$ cat src/rtl/hazard_pkg.sv
// rtl/hazard_pkg.sv - shared state encoding, stage indices and lock/clear vectors for hazard_scheduler
package hazard_pkg;

    typedef enum logic {
        RUN      = 1'b0,
        MDU_WAIT = 1'b1
    } sched_state_t;

    localparam int IFID  = 0;
    localparam int IDEX  = 1;
    localparam int EXMEM = 2;
    localparam int MEMWB = 3;

    localparam logic [3:0] LOCK_ALL     = 4'b1111;
    localparam logic [3:0] LOCK_LOADUSE = LOCK_ALL & ~(4'(1) << IFID);
    localparam logic [3:0] LOCK_MDU     = LOCK_ALL & ~((4'(1) << IFID) | (4'(1) << IDEX));

    localparam logic [3:0] CLR_NONE    = 4'b0000;
    localparam logic [3:0] CLR_ALL     = 4'b1111;
    localparam logic [3:0] CLR_BRANCH  = (4'(1) << IFID) | (4'(1) << IDEX);
    localparam logic [3:0] CLR_JUMP    = 4'(1) << IFID;
    localparam logic [3:0] CLR_LOADUSE = 4'(1) << IDEX;
    localparam logic [3:0] CLR_MDU     = 4'(1) << EXMEM;

    // Maps a 1..15 hold length to the counter preload; the detect cycle is not counted.
    function automatic logic [3:0] mdu_preload(input int latency);
        return 4'(latency - 1);
    endfunction

endpackage

$ cat src/rtl/load_use_detect.sv
// rtl/load_use_detect.sv - register-compare logic flagging a load-use hazard between EX and ID
module load_use_detect (
    input  logic [4:0] id_rs,
    input  logic [4:0] id_rt,
    input  logic       id_uses_rs,
    input  logic       id_uses_rt,
    input  logic       ex_mem_read,
    input  logic [4:0] ex_rt,
    output logic       hazard
);

    logic rs_match;
    logic rt_match;

    assign rs_match = id_uses_rs && (id_rs == ex_rt);
    assign rt_match = id_uses_rt && (id_rt == ex_rt);

    // r0 is hardwired zero, so a load into it never creates a dependency.
    assign hazard = ex_mem_read && (ex_rt != 5'd0) && (rs_match || rt_match);

endmodule

$ cat src/rtl/hazard_scheduler.sv
// rtl/hazard_scheduler.sv - pipeline lock/clear/PC scheduler with MDU hold FSM; HAZARD_PERF_EN adds stall/flush counters
module hazard_scheduler
    import hazard_pkg::*;
#(
    parameter int MDU_LATENCY = 4
) (
    input  logic       clock,
    input  logic       reset_n,
    input  logic [4:0] id_rs,
    input  logic [4:0] id_rt,
    input  logic       id_uses_rs,
    input  logic       id_uses_rt,
    input  logic       ex_mem_read,
    input  logic [4:0] ex_rt,
    input  logic       ex_is_mdu,
    input  logic       branch_taken,
    input  logic       jump,
    output logic [3:0] pipeline_lock,
    output logic [3:0] pipeline_clear,
    output logic       pc_write,
    output logic       stalled
`ifdef HAZARD_PERF_EN
    ,
    output logic [31:0] stall_cycles,
    output logic [31:0] flush_count
`endif
);

    localparam logic [3:0] MDU_LOAD = mdu_preload(MDU_LATENCY);

    sched_state_t state;
    sched_state_t next_state;
    logic [3:0]   mdu_cnt;
    logic [3:0]   next_cnt;

    logic       load_use;
    logic       mdu_hold;
    logic [3:0] lock_run;
    logic [3:0] clear_run;
    logic       pc_write_run;
    logic       stalled_run;

    load_use_detect u_load_use_detect (
        .id_rs       (id_rs),
        .id_rt       (id_rt),
        .id_uses_rs  (id_uses_rs),
        .id_uses_rt  (id_uses_rt),
        .ex_mem_read (ex_mem_read),
        .ex_rt       (ex_rt),
        .hazard      (load_use)
    );

    always_ff @(posedge clock or negedge reset_n) begin
        if (!reset_n) begin
            state   <= RUN;
            mdu_cnt <= 4'd0;
        end else begin
            state   <= next_state;
            mdu_cnt <= next_cnt;
        end
    end

    always_comb begin
        next_state   = RUN;
        next_cnt     = mdu_cnt;
        lock_run     = LOCK_ALL;
        clear_run    = CLR_NONE;
        pc_write_run = 1'b1;
        stalled_run  = 1'b0;

        // In MDU_WAIT with the counter at zero this is the release cycle: the trigger is ignored.
        mdu_hold = (state == RUN) ? ex_is_mdu : (mdu_cnt != 4'd0);

        if (branch_taken) begin
            clear_run = CLR_BRANCH;
            next_cnt  = 4'd0;
        end else if (mdu_hold) begin
            lock_run     = LOCK_MDU;
            clear_run    = CLR_MDU;
            pc_write_run = 1'b0;
            stalled_run  = 1'b1;
            next_state   = MDU_WAIT;
            next_cnt     = (state == RUN) ? MDU_LOAD : mdu_cnt - 4'd1;
        end else if (load_use) begin
            lock_run     = LOCK_LOADUSE;
            clear_run    = CLR_LOADUSE;
            pc_write_run = 1'b0;
            stalled_run  = 1'b1;
        end else if (jump) begin
            clear_run = CLR_JUMP;
        end
    end

    // Reset must take effect on the outputs without waiting for a clock edge.
    assign pipeline_lock  = reset_n ? lock_run     : LOCK_ALL;
    assign pipeline_clear = reset_n ? clear_run    : CLR_ALL;
    assign pc_write       = reset_n ? pc_write_run : 1'b0;
    assign stalled        = reset_n ? stalled_run  : 1'b0;

`ifdef HAZARD_PERF_EN
    always_ff @(posedge clock or negedge reset_n) begin
        if (!reset_n) begin
            stall_cycles <= 32'd0;
            flush_count  <= 32'd0;
        end else begin
            if (stalled_run) begin
                stall_cycles <= stall_cycles + 32'd1;
            end
            if (branch_taken || jump) begin
                flush_count <= flush_count + 32'd1;
            end
        end
    end
`endif

endmodule

$ cat config.mk
export PLATFORM = sky130hd
export DESIGN_NAME = hazard_scheduler
export DESIGN_NICKNAME = d
export VERILOG_FILES = /design/src/rtl/hazard_pkg.sv /design/src/rtl/load_use_detect.sv /design/src/rtl/hazard_scheduler.sv
export SDC_FILE = /design/constraint.sdc
export NUM_CORES = 1
export LEC_CHECK = 0
export CAP_MARGIN = 10
export CORE_UTILIZATION = 35
export CTS_CLUSTER_SIZE = 10
export DETAILED_ROUTE_END_ITERATION = 8
export HOLD_SLACK_MARGIN = 0.06
export PLACE_DENSITY_LB_ADDON = 0.1
export SLEW_MARGIN = 30
export SYNTH_ARGS = -nofsm -noshare
export SYNTH_HDL_FRONTEND = slang
export SYNTH_HIERARCHICAL = 1
export SYNTH_SLANG_ARGS = --single-unit
$ cat constraint.sdc
create_clock -name clock -period 3.5 [get_ports clock]
set_input_delay 1.05 -clock clock [delete_from_list [all_inputs] [get_ports clock]]
set_output_delay 1.05 -clock clock [all_outputs]
set_load 0.01 [all_outputs]
Word-level counts from Yosys, hierarchy flattened

Index checks and enable logic that the tools add are counted.

$add $sub $neg: 1
Muxes and demuxes: 23
Eq/ne operators: 2
Reductions and logical operators: 8

Operators by type and width:

| kind                | number |
|---|---|
| $mux 4              | 5 |
| $mux 1              | 13 |
| $eq 5x5->1          | 2 |
| $mux 2              | 3 |
| $mux 3              | 2 |
| $reduce_bool 5->1   | 1 |
| $logic_and 1x1->1   | 4 |
| $reduce_bool 4->1   | 1 |
| $sub 4x1->4 const B | 1 |
| $reduce_bool 2->1   | 1 |
| $logic_or 1x1->1    | 1 |

Bits of input ports: 23
Flip-flop bits (word level): 5
Word-level logic and storage cells: 36
Output and inout bits: 10

Logic depth before layout (Yosys ltp)

Gate-level depths: netlist of run 1.

Depth in word-level cells: 8
Mapped depth: 6
Depth with buffers taken out: 6

Cells and area by module

The synthesis of run 1 kept the hierarchy.

Modules (own cells, without submodules):

| module           | seq. area each (um2) | times used | area each (um2) | cells an instance |
|---|---|---|---|---|
| hazard_scheduler | 125.1                | 1          | 400.4           | 46 |
| load_use_detect  | 0.0                  | 1          | 133.9           | 17 |

Least setup slack after synthesis of run 1

No wires, ideal clock.

Kind: input to output
Start: input ex_rt[0]
End: output pipeline_clear[1]
Path buffers: 0
Setup slack: 0.295 ns
Stages on the path: 6
Data required time: 2.450 ns
Data arrival time: 2.155 ns
Path through: xor2_1 > nor4_2 > nand3_1 > a21oi_1 > inv_1 > o21ai_0

Longest elaborated chain between the ends: 8
Elaborated cells on any way between the ends: 12

RTL lines:

| element                              | RTL line                                     | RTL |
|---|---|---|
| start, declared                      | hazard_scheduler.sv:14                       | `input logic [4:0] ex_rt,` |
| $eq 5x5->1 (on tied branches)        | load_use_detect.sv:15, load_use_detect.sv:16 |  |
| $logic_and 1x1->1 (on tied branches) | load_use_detect.sv:15, load_use_detect.sv:16 |  |
| $logic_or 1x1->1                     | load_use_detect.sv:19                        | `assign hazard = ex_mem_read && (ex_rt != 5'd0) && (rs_match \|\| rt_match);` |
| $logic_and 1x1->1 *                  | load_use_detect.sv:19                        |  |
| net load_use                         | hazard_scheduler.sv:36                       | `logic load_use;` |
| $mux 2 *                             | hazard_scheduler.sv:84                       | `end else if (load_use) begin` |
| $mux 3 *                             | hazard_scheduler.sv:77                       | `end else if (mdu_hold) begin` |
| $mux 3 *                             | hazard_scheduler.sv:74                       | `if (branch_taken) begin` |
| $mux 4 *                             | hazard_scheduler.sv:96                       | `assign pipeline_clear = reset_n ? clear_run : CLR_ALL;` |
| end, declared                        | hazard_scheduler.sv:19                       | `output logic [3:0] pipeline_clear,` |

Mark *: on every way through the listed nets, which the timed path passes. The rest lies on a longest branch.

Worst setup path after layout of run 1

Start: input id_rt[0]
End: output pipeline_clear[0]

Longest elaborated chain between the ends: 8

RTL lines:

| element           | RTL line               | RTL |
|---|---|---|
| start, declared   | hazard_scheduler.sv:10 | `input logic [4:0] id_rt,` |
| $eq 5x5->1        | load_use_detect.sv:16  | `assign rt_match = id_uses_rt && (id_rt == ex_rt);` |
| $logic_and 1x1->1 | load_use_detect.sv:16  |  |
| $logic_or 1x1->1  | load_use_detect.sv:19  |  |
| $logic_and 1x1->1 | load_use_detect.sv:19  |  |
| net load_use      | hazard_scheduler.sv:36 |  |
| $mux 2            | hazard_scheduler.sv:84 |  |
| $mux 3            | hazard_scheduler.sv:77 |  |
| $mux 3            | hazard_scheduler.sv:74 |  |
| $mux 4            | hazard_scheduler.sv:96 |  |

The timed path passes the listed nets, and every way through them passes these cells.

==> impl_metrics.csv, run 1 <==
group,metric,value,unit
grt,grt_max_degree,9,
sta,min_period_over_period,97.5,%
cts,clk_path_buf_depth,2,
sta,period_needed,3.41,ns
cts,cts-root-buf,"clkbuf_4",
critical_path,crit_fanout,3,
critical_path,startpoint,"id_rt[0]",
grt,antenna_found_initial,0,
status,outcome,"finished, final reports clean",
detailed_routing,drt_iter0_markers,4,
detailed_routing,viasPerCell,4.92,
detailed_routing,wl_per_cell,11.7,µm
critical_path,critPathCaptureType,"primary output",
synthesis,synth_edf_count,0,
layout,nFillCells,136,
layout,drive_gt1_share,35.9,%
floorplanning,rows,13,
critical_path,critical_path.top_delay_family,"buffers and inverters",
sta,worst_clock_skew,0.00150,ns
layout,n_antenna_cell,0,
synthesis,async_reset_ff_share,100,%
min_path,hold_start,"mdu_cnt[1]",
cts,cts_hold_buf,0,
placed_design,gp_congestion,0.811,
detailed_routing,route.met2.wl,635,µm
critical_path,cp.buffers_inverters,3,
placed_design,dp_slack,-0.731,ns
layout,ff_latch_area,125,µm²
cts,cts_sinks,5,
sta,setup_violations,0,
floorplanning,io_pins,33,
critical_path,critPathArrivalTime,2.36,ns
cts,tritoncts,"built",
detailed_routing,postRouteAntennaNets,0,
sta,max_freq,293,MHz
pwr,power.density,269,nW/µm²
sta,setup_ws,0.0890,ns
floorplanning,die_y,41.1,µm
grt,grt-ovfl-total,0,
cts,htree_levels,1,
critical_path,path_cells,"clkdlybuf4s50_1 > xnor2_1 > nand3_1 > a21oi_2 > inv_2 > a311o_1 > buf_2",
critical_path,r2r_start,"mdu_cnt[0]",
layout,areaGrowthSynthToFinish,65.1,%
placed_design,hpwl,1.14,mm
layout,nets,129,
detailed_routing,routed.top_layer,"met3",
sta,hold_viol_final,0,
layout,multiInputGateArea,397,µm²
cts,worst_setup_hold_path_clk_slew,0.04,ns
critical_path,crit_type,"in -> out",
cts,cts_buffers,3,
grt,grt_pass1_vias,512,
synthesis,synth_cell_types,33,
sta,drv_slew,0,
synthesis,syn_area,534,µm²
critical_path,required,2.45,ns
floorplanning,dieArea,1690,µm²
detailed_routing,finalWirelength,1.39,mm
detailed_routing,wl_met3,76,µm
critical_path,cp_slowest_cell,"clkdlybuf4s50_1",
cts,clk_latency,0.24,ns
synthesis,ys.flop_type,"dfrtp_1",
placed_design,port_buffers,30,
floorplanning,die_x,41.1,µm
grt,grt_pass1_wl,2.05,mm
min_path,hold_class,"reg -> reg",
detailed_routing,dr.pass1.iters,2,
synthesis,syn_area_per_cell,8.48,µm²
layout,layout_common_cells,"buf_2 (11), clkdlybuf4s50_1 (9), buf_4 (9), xor2_1 (7), dfrtp_1 (5)",
synthesis,ys_seq_area_share,23.4,%
floorplanning,initial_core_util,39.1,%
layout,layout_commonest_cell,"buf_2",
detailed_routing,met1_length,674,µm
placed_design,dp_cells,114,
sta,rsz0062_at_grt,"true",
run,cap_violations,0,
critical_path,start_kind,"input port",
critical_path,cpPeakStageDelay,0.47,ns
pwr,irDropWorstVdd,0.000179,V
detailed_routing,drc,0,
detailed_routing,num_vias,580,
floorplanning,core,1370,µm²
layout,fin_cells,118,
synthesis,ys_ff_latch,5,
synthesis,yosysWarnings,6,
pwr,p_leak,0.392,nW
grt,track_usage,19.0,%
synthesis,netlist_instances,63,
==> layout make-up <==
cell class              instances  share of cell area [%]
multi-input cells              51                    45.0
flip-flops and latches          5                    14.2
well taps                      15                    2.13
inverters                       5                    2.13
clock buffers                   4                    2.98
repair buffers                 38                    33.6
==> cell usage after synthesis (all sizes together) (2+ instances only) <==
library cell  instances  area (µm²)
inv                   5        18.8
buf                   3        18.8
or2b                  2        15.0
ha                    2        25.0
nand2                 3        13.8
xor2                  8        70.1
nand3                 2        10.0
a31o                  2        17.5
dfrtp                 5         125
nor2                  3        11.3
a21oi                 5        32.5
nand2b                2        12.5
o21ai                 4        20.0
xnor2                 2        17.5
nor4                  2        18.8
==> logic make-up after synthesis <==
family	count (synthesis)	synth area share [%]
adders and majority gates	2	4.68
DFF	5	23.4
xor gates and xnor gates	10	16.4
buffers and inverters	8	7.02
and+or+nand+nor	21	25.8
AOI/OAI and AO/OA	16	22.0
other	1	0.702
==> final timing paths <==
| check | slack [ns] | end | depth (start not counted) |
|---|---|---|---|
| worst max-delay path | 0.09 | pipeline_clear[0] | 7 |
| worst min-delay path | 0.57 | mdu_cnt[1] | 2 |
| worst max register to register | 1.96 | mdu_cnt[0] | 5 |
| worst min register to register | 0.57 | mdu_cnt[1] | 2 |
| max in group asynchronous | 2.26 | mdu_cnt[3] | 2 |
| min in group asynchronous | 1.13 | mdu_cnt[1] | 2 |
==> state kept, by name, summed over array words and instances (netlist names) <==
| name | cells |
|---|---|
| mdu_cnt | 4 |
| state | 1 |
==> per-layer routing <==
metal / vias up / track usage, %
li1: 301 / -
met1: 261 / 23.6
met2: 18 / 28.5
met3: 0 / 8.70
met4: 0 / 6.67
met5: - / 0
==> metrics by stage <==
stage | cell area, µm² | hold slack, ns | total power, mW | util, % | TNS (ns)
3_5_place_dp | 898 | 0.562 | 0.179 | 65.8 | -3.58
5_1_grt | 882 | 0.603 | 0.256 | 64.6 | -0.00222
4_1_cts | 872 | 0.572 | 0.239 | 63.8 | 0
6_report | 882 | 0.570 | 0.237 | 64.6 | 0
3_3_place_gp | 898 | 0.560 | 0.179 | 65.8 | -3.61
2_1_floorplan | 538 | 0.530 | 0.123 | - | 0
==> tightest hold or removal path, cell delays in order, from the launching register on <==
cell and delay [ns]:
dfrtp_1 0.33, inv_1 0.09, a21oi_2 0.11
==> power by group <==
| part | switching [mW] | total [mW] | internal [mW] |
|---|---|---|---|
| sequential | 0.00592 | 0.0697 | 0.0637 |
| clock | 0.0232 | 0.0662 | 0.0431 |
| combinational | 0.0467 | 0.101 | 0.0543 |
==> what timing repair did <==
action	CTS	global route
gates resized for setup	70	6
pin swaps	13	7
setup endpoints to repair	7	3
buffers inserted	1	0
(Power assumes the default switching activity.)
==> run 2, diff against run 1 <==
--- a/config.mk
+++ b/config.mk
@@ -9,6 +9,7 @@
 export CORE_UTILIZATION = 35
 export CTS_CLUSTER_SIZE = 10
 export DETAILED_ROUTE_END_ITERATION = 8
+export GPL_ROUTABILITY_DRIVEN = 0
 export HOLD_SLACK_MARGIN = 0.06
 export PLACE_DENSITY_LB_ADDON = 0.1
 export SLEW_MARGIN = 30
==> results of run 2 <==
No change in the layout: final DEF, timing and power equal those of run 1.
==> edit 1 (settings of run 2) <==
Add a define of `HAZARD_PERF_EN`.
--- a/src/rtl/hazard_scheduler.sv
+++ b/src/rtl/hazard_scheduler.sv
@@ -1,3 +1,5 @@
 // rtl/hazard_scheduler.sv - pipeline lock/clear/PC scheduler with MDU hold FSM; HAZARD_PERF_EN adds stall/flush counters
+`define HAZARD_PERF_EN
+
 module hazard_scheduler
     import hazard_pkg::*;
Formal check against the unedited RTL (old outputs only; new: flush_count and stall_cycles): equivalent (equiv_simple and equiv_induct, registers matched by name and starting in step).
==> edit 1 against run 2 <==
The run now ends with negative setup slack left. Total power rose to 9.0 times the old value. Setup slack got worse by 0.25 ns. Sequential power rose to 14 times the old value. Sequential cell count rose by 64. Final area rose to 5.4 times the old value. First-iteration DRC count rose to 17 times the old value. Area after synthesis rose to 6.3 times the old value. Critical endpoint is now pipeline_lock[0]. Wire length rose to 5.6 times the old value. Highest routed layer is now met4. Cell count rose to 4.8 times the old value.
==> edit 1: results (changes against run 2) <==
outcome finished with violations; failing checks negative setup slack; post-cts sizing count 89 (+27%); multi-input logic area 1620 µm² (+310%); root buf cell clkbuf_8; Critical Path Sink pipeline_lock[0]; pre-CTS WS -1.10 ns (-0.372 ns); vias in the first global route 2805 (+450%); Final WS setup -0.166 ns (-0.255 ns); largest registers flush_count x32, stall_cycles x32, mdu_cnt x4; share of the yosys chip area belonging to registers 51.3% (+28 points); synth top area cells dfrtp_1, xnor2_1, xor2_1; most common cell in the synthesized netlist dfrtp_1; syn avg cell area 10.7 µm² (+26%); buffers added on ports 94 (+210%); Distinct cells, synth 40 (+21%); Register-to-Register Path Depth 8 (+3); clkbuf count 9 (+5); Max IR drop VDD 345 µV (+93%); Hold Path End stall_cycles[31]; maximum fanout along the worst path 4 (+1); Final nets 463 (+260%); register area 1730 µm² (+1300%); multi-input gates 232 (+350%); WP data arrival 2.62 ns (+0.26 ns); largest net degree at the start of global routing 48 (+39); top cells by instance count after synthesis dfrtp_1, xnor2_1, xor2_1; Worst-path clk slew 0.08 ns (+0.04 ns); Non-Clock Buffer Count 114 (+200%); H-tree levels 3 (+2); Clock Latency Late Sink 0.35 ns (+0.11 ns); CP Launch Point id_rt[3]; vias post-DR 2723 (+370%); CP delay by family, top simple AND/OR/NAND/NOR gates; clk_skew 0.0129 ns (+0.0114 ns); cts bufs inserted 9 (+6); Inverters 10 (+5); CP peak stage delay 0.28 ns (-0.19 ns); Signal buf overhead 21.8% (-12 points); placed insts 555 (+390%); fraction of layout cells with a size suffix above 1 16.1% (-20 points); initial DRC count 67 (+63); Net Sw Frac 30.5% (-1.5 points); Hold Crit Depth 1 (-1); synthesized flop and latch total 69 (+64); Clock buf/inv share 3.98% (+1.0 points); overall routing resource usage 17.0% (-2.0 points); drt wl/cell 13.6 µm (+16%); initial antenna violation count 0 (unchanged); Worst path slowest cell a211oi_4; worst reg2reg setup slack 1.24 ns (-0.72 ns); Sequential Power Share 47.4% (+18 points); Final setup viols 4 (+4); First-pass DRT Iterations 4 (+2); worst hold slack 0.473 ns (-0.0964 ns)
-- edit 1: per-layer routing --
metal | up-vias | global-route usage, % | part of all wire (%)
met5 | - | 0 | 0
met4 | 0 | 4.57 | 1.3
met3 | 10 | 5.08 | 4.4
met2 | 66 | 28.1 | 47
met1 | 1311 | 21.8 | 47
li1 | 1336 | - | -
-- edit 1: cell families after synthesis --
| group | after synthesis | synth area share (%) |
|---|---|---|
| other cells | 1 | 0.111 |
| flops | 69 | 51.3 |
| buf+inv | 15 | 1.97 |
| xor+xnor | 72 | 18.7 |
| compound gates | 16 | 3.35 |
| simple gates | 135 | 22.0 |
| fa+ha+maj | 4 | 1.49 |
| mux | 3 | 1.00 |
-- edit 1: metrics by stage --
step	setup TNS, ns	instance area, µm²	power (W)
5_1_grt	-0.975	4780	0.00226
6_report	-0.363	4780	0.00213
2_1_floorplan	0	3370	0.00122
3_5_place_dp	-10.22	4600	0.00152
4_1_cts	-0.352	4780	0.00216
3_3_place_gp	-8.96	4600	0.00151
==> edit 2 (settings of run 2) <==
Without the edit above. Register the output `stalled`, cleared by the reset; this adds one clock of latency there. The other outputs are not delayed to match.
--- a/src/rtl/hazard_scheduler.sv
+++ b/src/rtl/hazard_scheduler.sv
@@ -96,5 +96,11 @@
     assign pipeline_clear = reset_n ? clear_run    : CLR_ALL;
     assign pc_write       = reset_n ? pc_write_run : 1'b0;
-    assign stalled        = reset_n ? stalled_run  : 1'b0;
+    always_ff @(posedge clock or negedge reset_n) begin
+        if (!reset_n) begin
+            stalled <= '0;
+        end else begin
+            stalled <= reset_n ? stalled_run  : 1'b0;
+        end
+    end
 
 `ifdef HAZARD_PERF_EN
Check against the original RTL: not equivalent (Yosys sat finds a counterexample within 4 cycles, from zero or initial values and one cycle with reset_n low).
==> edit 2 against run 2 <==
Wire length is 11% higher. Fmax fell by 1.0%. Setup slack worse by 0.036 ns. Final area grew 4.3%. Worst hold slack improved by 0.00052 ns. Sequential power is 18% higher. Total power rose by 9.0%. Sequential cell count up 1. First-iteration DRC count did not move. Clock skew down 0.00076 ns. Area after synthesis is 2.1% higher. Sequential share of layout area up 2.1 points. Non-clock buffer count unchanged. Die area is 2.0% higher. Critical endpoint is now pc_write.
==> edit 2: results (changes against run 2) <==
CP delay by family, top simple AND/OR/NAND/NOR gates; Final nets 127 (-1.6%); Syn Inst Count 62 (-1.6%); fraction of layout cells with a size suffix above 1 39.0% (+3.1 points); Inverters 4 (-1); root buf cell clkbuf_4; Clock buf/inv share 2.45% (-0.53 points); vias in the first global route 637 (+24%); outcome complete, no violations; multi-input gates 49 (-3.9%); hold path startpoint mdu_cnt[2]; maximum fanout along the worst path 3 (unchanged); post-cts sizing count 61 (-13%); drt wl/cell 13.4 µm (+14%); WP data arrival 2.40 ns (+0.04 ns); placed insts 110 (-3.5%); Hold Path End mdu_cnt[2]; Hold Crit Depth 2 (unchanged); final wirelength 1540 µm (+11%); initial core utilization 39.5% (+0.35 points); H-tree levels 1 (unchanged); Critical Path Sink pc_write; first-pass GRT wire length 2570 µm (+25%); post-synthesis compound-gate area fraction 23.6% (+1.6 points); Slew Viols, Final 0 (unchanged); vias per cell 5.26 (+7.0%); buffers added on ports 30 (unchanged); Max IR drop VDD 132 µV (-26%); share of the yosys chip area belonging to registers 27.5% (+4.1 points); post-synthesis mux area share 1.83% (+1.8 points); worst reg2reg setup slack 1.94 ns (-0.02 ns); multi-input logic area 403 µm² (+1.6%); xor and xnor area share after synthesis 16.1% (-0.34 points); CP Launch Point ex_rt[3]; synthesized-area fraction occupied by adder cells 4.59% (-0.097 points); FILL cells 129 (-5.1%); top cells by instance count after synthesis xor2_1, dfrtp_1, inv_1, nor2_1, o21ai_0; Leakage 0.414 nW (+5.4%); CP peak stage delay 0.52 ns (+0.05 ns); Signal buf overhead 33.7% (+0.12 points); largest family of logic cells by synthesized area compound AO/OA/AOI/OAI gates; clkbuf count 3 (-1); overall routing resource usage 19.5% (+0.51 points); FF+latch count 6 (+1); clk_skew 0.000739 ns (-0.000763 ns); reg-to-reg critical path endpoint mdu_cnt[1]; fraction of area in registers 16.3% (+2.1 points); synth top area cells dfrtp_1, xor2_1, ha_1; largest registers mdu_cnt x4, stalled x1, state x1; Worst path slowest cell or4_4; First-pass DRT Iterations 4 (+2); setup bufs post-CTS 1 (unchanged); DP HPWL 1250 µm (+9.1%)
[edit 2: layer usage]
metal  wire, µm  share of wire [%]  track usage, %  vias to the layer above
met5          0                  0               0                        -
met4         27                1.8            12.3                        0
met3         66                4.3            3.04                        4
met2        858                 56            35.9                       24
met1        589                 38            20.3                      284
li1           -                  -               -                      293
[edit 2: stage by stage]
stage / hold WS, ns / utilization, % / setup WS [ns] / instance area, µm² / power (W)
floorplan: 0.510 / - / 0.332 / 549 / 0.000137
global placement: 0.545 / 64.3 / -0.711 / 890 / 0.000191
detailed placement: 0.560 / 64.3 / -0.746 / 890 / 0.000195
CTS: 0.573 / 64.3 / 0.000333 / 888 / 0.000256
global route: 0.619 / 66.5 / -0.0321 / 920 / 0.000275
finish: 0.570 / 66.5 / 0.0534 / 920 / 0.000258
[edit 2: where the power goes]
group | internal [W] | switching, W
sequential | 0.0000758 | 0.00000628
combinational | 0.0000568 | 0.0000525
clock | 0.0000390 | 0.0000277
total | 0.000172 | 0.0000866
